**config.mk**
```make
export PLATFORM = sky130hd
export DESIGN_NAME = atm_input_frontend
export DESIGN_NICKNAME = d
export VERILOG_FILES = /design/src/rtl/atm_input_frontend.sv
export SDC_FILE = /design/constraint.sdc
export NUM_CORES = 1
export LEC_CHECK = 0
export ABC_AREA = 1
export CORE_UTILIZATION = 26
export DETAILED_ROUTE_END_ITERATION = 16
export PLACE_DENSITY_LB_ADDON = 0.05
export SLEW_MARGIN = 0
export SYNTH_ARGS = -nofsm -noshare
export SYNTH_HDL_FRONTEND = slang
export SYNTH_SLANG_ARGS = --single-unit
export TNS_END_PERCENT = 1
```
**constraint.sdc**
```tcl
create_clock -name clk -period 3 [get_ports clk]
set_input_delay 0.6 -clock clk [delete_from_list [all_inputs] [get_ports clk]]
set_output_delay 0.6 -clock clk [all_outputs]
set_load 0.02 [all_outputs]
```
**src/rtl/atm_input_frontend.sv**
```systemverilog
// atm_input_frontend
// Board-side conditioning for the ATM controller's user inputs. Every raw
// button and switch bit is synchronised and debounced. Menu buttons are encoded
// into one-cycle codes, confirm presses become one-cycle pulses, and the card
// and amount switches are forwarded as registered levels.
// Optional feature: define ATM_KEYCLICK_EN to build the key-click tone counter.
// When the macro is not defined, key_click is tied low.
module atm_input_frontend #(
  parameter int DEBOUNCE_CYCLES = 1_000_000,
  parameter int CNT_W           = 20,
  parameter int CLICK_CYCLES    = 5_000_000
) (
  input  logic       clk,
  input  logic       rst_n,
  input  logic [4:0] btn_menu_raw,
  input  logic       btn_confirm_raw,
  input  logic [1:0] sw_card_raw,
  input  logic [3:0] sw_deposit_raw,
  input  logic [2:0] sw_withdraw_raw,
  output logic [1:0] card_input,
  output logic [2:0] menu_input,
  output logic       confirm_btn,
  output logic [3:0] deposit_amount,
  output logic [2:0] withdraw_amount,
  output logic       key_click
);

  // Bit layout of the packed raw vector:
  // [4:0] menu, [5] confirm, [7:6] card, [11:8] deposit, [14:12] withdraw.
  localparam int NumBits = 15;
  localparam logic [CNT_W-1:0] CountLast = CNT_W'(DEBOUNCE_CYCLES - 1);

  typedef enum logic {
    MenuOpen   = 1'b0,
    MenuLocked = 1'b1
  } menuState_e;

  logic [NumBits-1:0] rawBits;
  logic [NumBits-1:0] syncMeta_q;
  logic [NumBits-1:0] syncOut_q;
  logic [NumBits-1:0] dbLevel_q;
  logic [NumBits-1:0] dbLevel_d;
  logic [CNT_W-1:0]   dbCount_q [NumBits];
  logic [CNT_W-1:0]   dbCount_d [NumBits];

  logic       confirmPrev_q;
  logic       confirmBtn_q;
  logic       confirmRise_d;
  menuState_e menuState_q;
  logic [2:0] menuInput_q;
  logic [2:0] menuCode_d;
  logic       menuFire_d;
  logic [1:0] cardInput_q;
  logic [3:0] depositAmount_q;
  logic [2:0] withdrawAmount_q;

  assign rawBits = {sw_withdraw_raw, sw_deposit_raw, sw_card_raw,
                    btn_confirm_raw, btn_menu_raw};

  // Two-flop synchroniser bringing every asynchronous board bit into the clock domain
  always_ff @(posedge clk or negedge rst_n) begin
    if (!rst_n) begin
      syncMeta_q <= '0;
      syncOut_q  <= '0;
    end else begin
      syncMeta_q <= rawBits;
      syncOut_q  <= syncMeta_q;
    end
  end

  // Per-bit debounce: count consecutive disagreeing cycles and flip once the run is long enough
  always_comb begin
    for (int i = 0; i < NumBits; i++) begin
      dbLevel_d[i] = dbLevel_q[i];
      dbCount_d[i] = '0;
      if (syncOut_q[i] != dbLevel_q[i]) begin
        if (dbCount_q[i] == CountLast) begin
          dbLevel_d[i] = ~dbLevel_q[i];
        end else begin
          dbCount_d[i] = dbCount_q[i] + CNT_W'(1);
        end
      end
    end
  end

  // Debounced levels and their run counters
  always_ff @(posedge clk or negedge rst_n) begin
    if (!rst_n) begin
      dbLevel_q <= '0;
      dbCount_q <= '{default: '0};
    end else begin
      dbLevel_q <= dbLevel_d;
      dbCount_q <= dbCount_d;
    end
  end

  // Lowest-index debounced menu bit wins; the others are ignored
  always_comb begin
    menuCode_d = 3'b000;
    for (int i = 4; i >= 0; i--) begin
      if (dbLevel_q[i]) begin
        menuCode_d = 3'(i + 1);
      end
    end
  end

  assign confirmRise_d = dbLevel_q[5] & ~confirmPrev_q;
  assign menuFire_d    = (menuState_q == MenuOpen) && (dbLevel_q[4:0] != 5'b0);

  // Registered level outputs; a debounced card code of 11 is reported as invalid
  always_ff @(posedge clk or negedge rst_n) begin
    if (!rst_n) begin
      cardInput_q      <= 2'b00;
      depositAmount_q  <= 4'h0;
      withdrawAmount_q <= 3'h0;
    end else begin
      cardInput_q      <= (dbLevel_q[7:6] == 2'b11) ? 2'b01 : dbLevel_q[7:6];
      depositAmount_q  <= dbLevel_q[11:8];
      withdrawAmount_q <= dbLevel_q[14:12];
    end
  end

  // Confirm edge detector plus the menu OPEN/LOCKED encoder with one-cycle code outputs
  always_ff @(posedge clk or negedge rst_n) begin
    if (!rst_n) begin
      confirmPrev_q <= 1'b0;
      confirmBtn_q  <= 1'b0;
      menuState_q   <= MenuOpen;
      menuInput_q   <= 3'b000;
    end else begin
      confirmPrev_q <= dbLevel_q[5];
      confirmBtn_q  <= confirmRise_d;
      menuInput_q   <= 3'b000;
      case (menuState_q)
        MenuOpen: begin
          if (menuFire_d) begin
            menuInput_q <= menuCode_d;
            menuState_q <= MenuLocked;
          end
        end
        MenuLocked: begin
          if (dbLevel_q[4:0] == 5'b0) begin
            menuState_q <= MenuOpen;
          end
        end
        default: menuState_q <= MenuOpen;
      endcase
    end
  end

  assign card_input      = cardInput_q;
  assign menu_input      = menuInput_q;
  assign confirm_btn     = confirmBtn_q;
  assign deposit_amount  = depositAmount_q;
  assign withdraw_amount = withdrawAmount_q;

`ifdef ATM_KEYCLICK_EN
  localparam int ClickW = $clog2(CLICK_CYCLES + 1);

  logic [ClickW-1:0] clickCount_q;

  // Each key event reloads the tone length, otherwise the tone counts down to silence
  always_ff @(posedge clk or negedge rst_n) begin
    if (!rst_n) begin
      clickCount_q <= '0;
    end else if (menuFire_d || confirmRise_d) begin
      clickCount_q <= ClickW'(CLICK_CYCLES);
    end else if (clickCount_q != '0) begin
      clickCount_q <= clickCount_q - ClickW'(1);
    end
  end

  assign key_click = (clickCount_q != '0);
`else
  assign key_click = 1'b0;
`endif

endmodule

```
==> out/qor.yml <==
rsz0062_at_grt: "no"
grt_util_all_layers: 0.1244
placed_cell_area_mm2: 0.02022
critPathRequiredTime_ns: 2.40
postLayoutCellArea_mm2: 0.02182
critical_path.slowest_cell: "clkdlybuf4s50_1"
port_buffers: 29
dpl.hpwl_mm: 31.19
vias: 14880
drt-total-wl_mm: 43.92
syn_inst: 2399
layout_common_cells: "nor2_1, nand2_1, dfrtp_1"
diodes: 0
drt-initial-drc-count: 858
cts.clk_slew.worst_paths_ns: 0.06
irDropWorstVdd_mv: 0.3204
cp.arrival_ns: 1.52
dieArea_mm2: 0.07296
async_flop_share: 1.000
htree_levels: 2
yosysUniqueCellTypes: 35
cts_buffer_depth: 3
slew_headroom: 0.5332
yosysSeqAreaShare: 0.4820
worst-path-max-fanout: 1
cts-buffers-inserted: 48
post-route-min-period_ns: 2.122
antenna_found_initial: 0
p_leak_nw: 9.095
core_region_area_mm2: 0.07064
syn_nets: 2431
cts_hold_buf: 1
status: "finished clean"
end_kind: "output port"
ctsRootBufferMaster: "clkbuf_16"
worstMarginPinSlew_ns: 0.6949
cts_tree: "built"
syn2layout_area_growth_pct: 16.74
drt_first_pass_iters: 5
wl_met3_mm: 1.325
m1WireLength_mm: 21.90
netlist_area_mm2: 0.01869
initial_core_util: 0.2646
grt_pass1_vias: 15260
start_kind: "flip-flop"
timing_worst_setup_path_type: "flip-flop to output port"
cpPeakStageDelay_ns: 0.61
grt_start_max_net_pins: 77
cap_violations: 0
die_height_um: 270.1
met2WireLength_mm: 19.66
synth_area_per_cell_um2: 7.791
ys_ff_latch: 360
cts_sinks: 360
clkLatencyLatePin_ns: 0.58
fin_crit_sh: 0.7073
crit_buf_inv: 1
wl_per_cell_um: 12.72
ant_nets: 0
multi_input_area_mm2: 0.008783
rows: 97
drt-vias-per-instance: 4.308
slew_viol_final: 0
n_fill_cell: 7602
drc_errors: 0
post-route-util: 0.3089
ys_warn_count: 0
cts_setup_buffers: 0
layout_commonest_cell: "nor2_1"
highest_layer: "met4"
holdCritPathClass: "flip-flop to flip-flop"
final-hold-violation-count: 0
fin_setup_tns_ns: 0
synth_edf_count: 0
synth_ff_type: "dfrtp_1"
ios: 31
overflow: 0
gp_congestion: 0.8262
p_per_area_mw_per_mm2: 507.5
skew_ns: 0.02056
path_cells: "clkdlybuf4s50_1"
dieWidth_um: 270.1
drive_gt1_frac: 0.07478
crit_family: "buffers and inverters"
setup_viol: 0
num-nets-final: 2508
max_freq_mhz: 471.3
ff_latch_area_mm2: 0.009009
grt_pass1_wl_mm: 76.04
cts_resized: 0
## cells by family after synthesis
group           after synthesis  synth area share
compound gates               80           0.02263
simple gates               1548            0.3610
flops                       360            0.4820
fa+ha+maj                    15           0.01004
xor+xnor                    159           0.07612
other cells                   1         0.0002006
buf+inv                     236           0.04807
## per-layer routing
| layer | track usage | up-vias |
|---|---|---|
| met3 | 0.02018 | 67 |
| met1 | 0.1691 | 6939 |
| li1 | - | 7726 |
| met5 | 0 | - |
| met4 | 0.03858 | 0 |
| met2 | 0.2013 | 149 |
## stage by stage
stage | instances | hold slack [ns] | worst slack (ns) | total power [mW]
2_1_floorplan | 2399 | 0.3044 | 1.626 | 5.219
3_3_place_gp | 3365 | 0.3327 | 1.397 | 5.421
3_5_place_dp | 3365 | 0.3347 | 1.337 | 5.422
4_1_cts | 3454 | 0.3444 | 0.8125 | 11.41
5_1_grt | 3454 | 0.3489 | 0.8024 | 11.64
6_report | 3454 | 0.3449 | 0.8781 | 11.07
## path summary, 6_finish.rpt
check,to,slack (ns),cells after the start,startpoint
max reg2reg,dbCount_q[186],1.37,8,dbCount_q[180]
min reg2reg,syncOut_q[14],0.34,0,syncMeta_q[14]
min,syncOut_q[14],0.34,0,syncMeta_q[14]
max in group asynchronous,dbLevel_q[11],1.61,3,rst_n
max,confirm_btn,0.88,1,confirm_btn
min in group asynchronous,dbCount_q[33],0.57,2,rst_n
## flip-flops by register name, summed over array words and instances (netlist names)
signal and count:
menu_input 3, deposit_amount 4, card_input 2, dbCount_q 300
menuState_q 1, dbLevel_q 15, syncMeta_q 15, confirm_btn 1
withdraw_amount 3, syncOut_q 15, confirmPrev_q 1
## Yosys cell counts, types with 2 or more instances
cell / number / area [um^2]
a21oi_1: 34 / 170.2
a21oi_2: 2 / 17.52
and2_1: 10 / 62.56
buf_2: 7 / 35.03
clkbuf_1: 3 / 11.26
dfrtp_1: 360 / 9009
ha_1: 15 / 187.7
inv_1: 219 / 822.0
inv_2: 6 / 22.52
nand2_1: 451 / 1693
nand2_2: 20 / 125.1
nand3_1: 239 / 1196
nand3_2: 19 / 190.2
nand3b_1: 11 / 82.58
nand4_1: 28 / 175.2
nor2_1: 659 / 2474
nor2_2: 33 / 206.5
nor2_4: 7 / 78.83
nor3_1: 47 / 235.2
nor3_4: 5 / 81.33
nor3b_1: 8 / 60.06
o21ai_0: 34 / 170.2
o21ai_1: 4 / 20.02
o21bai_1: 6 / 45.04
or2_2: 7 / 43.79
xnor2_1: 52 / 455.4
xor2_1: 103 / 902.1
xor2_2: 3 / 48.80
## layout make-up
| cell class | instances | share of cell area |
|---|---|---|
| clock inverters | 14 | 0.007340 |
| inverters | 225 | 0.03871 |
| repair buffers | 38 | 0.01904 |
| multi-input cells | 1803 | 0.4026 |
| flip-flops and latches | 360 | 0.4129 |
| well taps | 940 | 0.05391 |
| clock buffers | 74 | 0.06555 |
## where the power goes
| part | leakage (nW) | switching, mW | internal, mW |
|---|---|---|---|
| Sequential | 4.92 | 0.0519 | 4.93 |
| Clock | 0.787 | 2.23 | 3.53 |
| Combinational | 3.38 | 0.235 | 0.101 |
| Total | 9.09 | 2.51 | 8.56 |
(Power assumes the default switching activity.)
